[src/rtl/uart_cmd_pkg.sv]
// Shared constants, helpers and receive-FSM state encoding for the UART command loader.
package uart_cmd_pkg;

    localparam logic [3:0] HDR_SYNC = 4'hA;

    localparam int unsigned DATA_W_DFLT     = 16;
    localparam int unsigned SEL_W_DFLT      = 2;
    localparam int unsigned FIFO_DEPTH_DFLT = 4;

    localparam int unsigned NB      = DATA_W_DFLT / 8;
    localparam int unsigned PTR_W   = $clog2(FIFO_DEPTH_DFLT) + 1;
    localparam int unsigned ENTRY_W = SEL_W_DFLT + DATA_W_DFLT;

    typedef enum logic {
        S_HDR = 1'b0,
        S_PAY = 1'b1
    } rx_state_e;

    function automatic int unsigned nb_of(input int unsigned data_w);
        return data_w / 8;
    endfunction

    // One extra pointer bit separates full from empty after wrap.
    function automatic int unsigned ptr_w_of(input int unsigned depth);
        return $clog2(depth) + 1;
    endfunction

endpackage

[src/rtl/cmd_fifo.sv]
// Synchronous FIFO with registered full/empty flags and a registered read port that
// updates only on pop and holds its value otherwise.
module cmd_fifo
    import uart_cmd_pkg::*;
#(
    parameter int unsigned WIDTH = 18,
    parameter int unsigned DEPTH = 4
) (
    input  logic             clk,
    input  logic             reset,
    input  logic             push,
    input  logic [WIDTH-1:0] push_data,
    input  logic             pop,
    output logic [WIDTH-1:0] rd_data,
    output logic             full,
    output logic             empty
);

    localparam int unsigned FPTR_W = ptr_w_of(DEPTH);
    localparam int unsigned ADDR_W = FPTR_W - 1;

    logic [WIDTH-1:0]  mem [DEPTH];
    logic [FPTR_W-1:0] wr_ptr, rd_ptr;
    logic [FPTR_W-1:0] wr_ptr_n, rd_ptr_n, used_n;
    logic              do_push, do_pop;

    // A push into a full FIFO is accepted only when a pop frees a slot on the same edge.
    always_comb begin
        do_pop   = pop && !empty;
        do_push  = push && (!full || do_pop);
        wr_ptr_n = wr_ptr + FPTR_W'(do_push);
        rd_ptr_n = rd_ptr + FPTR_W'(do_pop);
        used_n   = wr_ptr_n - rd_ptr_n;
    end

    always_ff @(posedge clk) begin
        if (do_push) begin
            mem[wr_ptr[ADDR_W-1:0]] <= push_data;
        end
    end

    always_ff @(posedge clk or negedge reset) begin
        if (!reset) begin
            wr_ptr  <= '0;
            rd_ptr  <= '0;
            full    <= 1'b0;
            empty   <= 1'b1;
            rd_data <= '0;
        end else begin
            wr_ptr <= wr_ptr_n;
            rd_ptr <= rd_ptr_n;
            full   <= (used_n == FPTR_W'(DEPTH));
            empty  <= (used_n == '0);
            if (do_pop) begin
                rd_data <= mem[rd_ptr[ADDR_W-1:0]];
            end
        end
    end

endmodule

[src/rtl/uart_cmd_loader.sv]
// Frames a UART RX byte stream into {sel, word} commands, buffers them and issues
// spaced one-cycle uart_en strobes to the CPU with the payload on uart_sel/uart_data.
module uart_cmd_loader
    import uart_cmd_pkg::*;
#(
    parameter int unsigned DATA_W      = 16,
    parameter int unsigned SEL_W       = 2,
    parameter int unsigned FIFO_DEPTH  = 4,
    parameter int unsigned GAP_CYC     = 2,
    parameter int unsigned TIMEOUT_CYC = 1000
) (
    input  logic              clk,
    input  logic              reset,
    input  logic              rx_valid,
    input  logic [7:0]        rx_byte,
    input  logic              rx_err,
    input  logic              cpu_busy,
    output logic              uart_en,
    output logic [SEL_W-1:0]  uart_sel,
    output logic [DATA_W-1:0] uart_data,
    output logic              frame_err,
    output logic              fifo_full,
    output logic [7:0]        drop_cnt
);

    localparam int unsigned NBYTES = nb_of(DATA_W);
    localparam int unsigned ENT_W  = SEL_W + DATA_W;
    localparam int unsigned IDX_W  = (NBYTES > 1) ? $clog2(NBYTES) : 1;
    localparam int unsigned TMO_W  = $clog2(TIMEOUT_CYC + 1);
    localparam int unsigned GAP_W  = (GAP_CYC > 0) ? $clog2(GAP_CYC + 1) : 1;

    rx_state_e         state_q, state_d;
    logic [SEL_W-1:0]  sel_q, sel_d;
    logic [DATA_W-1:0] word_q, word_d, word_shift;
    logic [IDX_W-1:0]  idx_q, idx_d;
    logic [TMO_W-1:0]  tmo_q, tmo_d;
    logic              frame_err_d;
    logic              push_c, pop_c;
    logic [GAP_W-1:0]  gap_q;
    logic              fifo_empty;
    logic [ENT_W-1:0]  fifo_rd;

    // MSB-first assembly: older bytes shift up, the newest lands in the low byte.
    assign word_shift = DATA_W'({word_q, rx_byte});

    always_ff @(posedge clk or negedge reset) begin
        if (!reset) begin
            state_q   <= S_HDR;
            sel_q     <= '0;
            word_q    <= '0;
            idx_q     <= '0;
            tmo_q     <= '0;
            frame_err <= 1'b0;
        end else begin
            state_q   <= state_d;
            sel_q     <= sel_d;
            word_q    <= word_d;
            idx_q     <= idx_d;
            tmo_q     <= tmo_d;
            frame_err <= frame_err_d;
        end
    end

    always_comb begin
        state_d     = state_q;
        sel_d       = sel_q;
        word_d      = word_q;
        idx_d       = idx_q;
        tmo_d       = tmo_q;
        frame_err_d = 1'b0;
        push_c      = 1'b0;
        case (state_q)
            S_HDR: begin
                if (rx_valid) begin
                    if (!rx_err && (rx_byte[7:4] == HDR_SYNC)) begin
                        state_d = S_PAY;
                        sel_d   = rx_byte[SEL_W-1:0];
                        word_d  = '0;
                        idx_d   = '0;
                        tmo_d   = '0;
                    end else begin
                        frame_err_d = 1'b1;
                    end
                end
            end
            S_PAY: begin
                if (rx_valid) begin
                    if (rx_err) begin
                        frame_err_d = 1'b1;
                        state_d     = S_HDR;
                    end else begin
                        word_d = word_shift;
                        tmo_d  = '0;
                        idx_d  = idx_q + IDX_W'(1);
                        if (idx_q == IDX_W'(NBYTES - 1)) begin
                            push_c  = 1'b1;
                            state_d = S_HDR;
                        end
                    end
                end else if (tmo_q == TMO_W'(TIMEOUT_CYC - 1)) begin
                    frame_err_d = 1'b1;
                    state_d     = S_HDR;
                end else begin
                    tmo_d = tmo_q + TMO_W'(1);
                end
            end
            default: state_d = S_HDR;
        endcase
    end

    // Completed frame goes into the FIFO on the same edge its last byte is sampled.
    cmd_fifo #(
        .WIDTH (ENT_W),
        .DEPTH (FIFO_DEPTH)
    ) u_fifo (
        .clk       (clk),
        .reset     (reset),
        .push      (push_c),
        .push_data ({sel_q, word_shift}),
        .pop       (pop_c),
        .rd_data   (fifo_rd),
        .full      (fifo_full),
        .empty     (fifo_empty)
    );

    assign pop_c = !fifo_empty && (gap_q == '0) && !cpu_busy;

    // The FIFO read register is the output register, so sel/data hold until the next pop.
    assign {uart_sel, uart_data} = fifo_rd;

    always_ff @(posedge clk or negedge reset) begin
        if (!reset) begin
            uart_en  <= 1'b0;
            gap_q    <= '0;
            drop_cnt <= '0;
        end else begin
            uart_en <= pop_c;
            if (pop_c) begin
                gap_q <= GAP_W'(GAP_CYC);
            end else if (gap_q != '0) begin
                gap_q <= gap_q - GAP_W'(1);
            end
            if (push_c && fifo_full && !pop_c && (drop_cnt != 8'hFF)) begin
                drop_cnt <= drop_cnt + 8'd1;
            end
        end
    end

endmodule

[config.mk]
export PLATFORM = sky130hd
export DESIGN_NAME = uart_cmd_loader
export DESIGN_NICKNAME = d
export VERILOG_FILES = /design/src/rtl/uart_cmd_pkg.sv /design/src/rtl/cmd_fifo.sv /design/src/rtl/uart_cmd_loader.sv
export SDC_FILE = /design/constraint.sdc
export NUM_CORES = 1
export LEC_CHECK = 0
export ABC_AREA = 1
export BUFFER_PORTS_ARGS = -buffer_cell sky130_fd_sc_hd__clkbuf_2
export CAP_MARGIN = 0
export CORE_MARGIN = 5
export CORE_UTILIZATION = 35
export CTS_CLUSTER_DIAMETER = 80
export DETAILED_ROUTE_END_ITERATION = 8
export RECOVER_POWER = 25
export SKIP_CTS_REPAIR_TIMING = 1
export SLEW_MARGIN = 5
export SYNTH_ARGS = -nofsm -noshare
export SYNTH_HDL_FRONTEND = slang
export SYNTH_SLANG_ARGS = --single-unit
[constraint.sdc]
create_clock -name clk -period 4.1 [get_ports clk]
set_clock_uncertainty 0.1 [all_clocks]
set_input_delay 0.205 -clock clk [delete_from_list [all_inputs] [get_ports clk]]
set_output_delay 0.205 -clock clk [all_outputs]
set_load 0.01 [all_outputs]
==> impl_metrics.json <==
{
  "post-route-util": 0.428,
  "leakagePower_nw": 2.96,
  "comb_power_share": 0.223,
  "pwr-share-clk": 0.367,
  "fin_nets": 637,
  "ys_types": 28,
  "avgSynthCellArea_um2": 10.1,
  "wirelength_um": 11800,
  "fin_tns_setup_ps": 0,
  "maxCapViolCount": 0,
  "final-setup-viol-count": 0,
  "cts_tree": "done",
  "crit_required_ps": 4340,
  "p_int_w": 0.00290,
  "synth-main-ff-cell": "edfxtp_1",
  "endpoint_kind": "flip-flop",
  "pin_count": 42,
  "arrival_ps": 2900,
  "cts.sinks": 132,
  "portBuffers": 41,
  "async_flop_share": 0.455,
  "met2_usage": 0.230,
  "cellPowerDensity_nw_per_um2": 622,
  "drt_pass1_iterations": 4,
  "synth_cells": 554,
  "fillers": 1526,
  "min_period_ps": 2660,
  "fp-row-count": 46,
  "core_um2": 15800,
  "met1_usage": 0.171,
  "cts.reportedPaths.clkPinSlew_ps": 60,
  "num_antenna_cells": 0,
  "start_util": 0.355,
  "relSlewSlack": 0.312,
  "vias": 3922,
  "critical_path_class": "flip-flop to flip-flop",
  "ys.warnings.count": 0,
  "synth_simple_gate_area_frac": 0.192,
  "synth_compound_area_frac": 0.0711,
  "grt_usage": 0.137,
  "hold_depth": 3,
  "fp.dieH_um": 136,
  "synth_mux_area_frac": 0,
  "grt_pass1_vias": 3969,
  "yosysTopAreaCell": "edfxtp_1",
  "synth-seq-cells": 132,
  "ys_top_cells_by_area": "edfxtp_1 39%, dfrtp_1 26%, nand2_1 9.9%",
  "grt_max_degree": 40,
  "grt.overflow.total": 0,
  "area_growth_syn_to_layout_pct": 20.6,
  "final_cells": 844,
  "synthesis.area_um2": 5600,
  "cts_made_buffers": 17,
  "placedCellCount": 804,
  "switchingPower_w": 0.00130,
  "path_max_fanout": 5,
  "die_x_um": 136,
  "synth_edf_count": 72,
  "yosysSeqAreaShare": 0.655,
  "top_usage_layer": "met2",
  "hpwl_um": 7690,
  "status": "completed",
  "routabilityCongestion": 0.837,
  "p_sw_frac": 0.310,
  "drive_above_1_share": 0.137,
  "viasPerCell": 4.65,
  "hold_viol_final": 0,
  "route.detailed.wl_per_inst_um": 14.0,
  "tightestPinTransition_ps": 1030,
  "place_ws_ps": 1440,
  "synth_nets": 576,
  "startpoint_type": "flip-flop",
  "synth_top_family_by_area": "simple AND/OR/NAND/NOR gates",
  "grt_pass1_wl_um": 19500,
  "power_frac_seq": 0.410,
  "maxSlewViolCount": 0,
  "max-vdd-ir-drop_mv": 0.296,
  "grt_util_met3": 0.0326,
  "cts-root-buf": "clkbuf_16",
  "fmax_mhz": 376,
  "synth_xor_area_frac": 0.0157,
  "clock_latency_ps": 400,
  "min_period_over_period": 0.648,
  "clk_path_buf_depth": 2,
  "r2r_slack_ps": 1440,
  "hp-class": "input pin to flip-flop",
  "reg2reg_depth": 16,
  "drc": 0,
  "ant_nets": 0,
  "h-tree-depth": 4,
  "layout_setup_ws_ps": 1440,
  "synth_top_area_frac": 0.386,
  "die_area_um2": 18600,
  "synthAdderAreaFrac": 0.0201,
  "rsz0062_at_grt": "false",
  "drt_iter0_markers": 190,
  "grt_antenna_before_repair": 0
}
[flip-flops by register name (all words and copies together) (netlist names), 2 cells and up]
register and flops:
u_fifo.mem 72, gap_q 2, u_fifo.rd_data 18, sel_q 2
word_q 8, drop_cnt 8, tmo_q 10, u_fifo.wr_ptr 3
u_fifo.rd_ptr 3
[through the flow]
step	power (W)	area [µm²]	hold WS [ps]
after CTS	0.00425	6680	-88.3
after global routing	0.00448	6750	49.3
after floorplan	0.00237	5600	-191
after global placement	0.00266	6070	333
final	0.00420	6750	54.1
after detailed placement	0.00270	6070	350
[synth_stat cells (3+ instances only)]
library cell  instances
o21ai_0              62
nor2_1               78
clkbuf_1              7
ha_1                  9
xor2_1                8
nand2_1             148
inv_1                43
nand3_1              21
nand4_1               3
dfrtp_1              59
a21oi_1               5
o21ai_1               5
buf_2                 7
edfxtp_1             72
nor3_1                8
[power by group through the flow]
stage	combinational, W	sequential [W]	clock (W)
after global placement	0.000915	0.00174	0
after detailed placement	0.000947	0.00175	0
after global routing	0.00109	0.00175	0.00164
after CTS	0.000958	0.00173	0.00157
after floorplan	0.000600	0.00177	0
final	0.000934	0.00172	0.00154
[metal layers]
layer	part of all wire	wire length, µm	vias to the layer above
li1	-	-	1947
met1	0.45	5260	1880
met2	0.51	5960	85
met3	0.037	437	10
met4	0.012	140	0
met5	0	0	-
[cells by family after synthesis]
family / after synthesis
adders and majority gates: 9
AOI/OAI and AO/OA: 77
and+or+nand+nor: 264
buffers and inverters: 62
DFF: 132
xor gates and xnor gates: 10
[critical path, stage by stage, from the launching register on]
cell	delay, ps
dfrtp_1	360
inv_1	80
ha_1	170
inv_1	50
nor2_1	80
nand2_1	70
nand2_1	140
nand3_1	230
inv_1	110
ha_1	150
ha_1	240
ha_1	310
a21oi_1	190
inv_1	60
nand3_1	100
nand2_1	60
nor2_1	80
[final timing paths]
kind,startpoint,end
worst min-delay path,rx_valid,frame_err
worst min register to register,u_fifo.rd_data[5],u_fifo.rd_data[5]
worst max register to register,gap_q[0],u_fifo.empty
min in group asynchronous,reset,u_fifo.rd_data[13]
worst max-delay path,gap_q[0],u_fifo.empty
max in group asynchronous,reset,word_q[6]
[placed cells by master, fill, tap and decap left out, types with 8 or more instances in the layout]
master         instances
clkbuf_2              32
nand3_1               21
clkbuf_1              10
o21ai_0               62
nand2_1              148
inv_1                 43
dlygate4sd3_1          8
edfxtp_1              72
ha_1                   9
xor2_1                 8
nor2_1                78
dfrtp_1               59
clkbuf_16             17
buf_4                 10
[layout make-up]
class | instances | area (µm²) | area share
Clock inverter | 14 | 178 | 0.0263
Timing Repair Buffer | 59 | 349 | 0.0517
Clock buffer | 18 | 429 | 0.0636
Inverter | 45 | 169 | 0.0250
Sequential cell | 132 | 3660 | 0.543
Multi-Input combinational cell | 360 | 1690 | 0.250
Tap cell | 216 | 270 | 0.0400
Note: power is estimated with default switching activity, not from simulation.
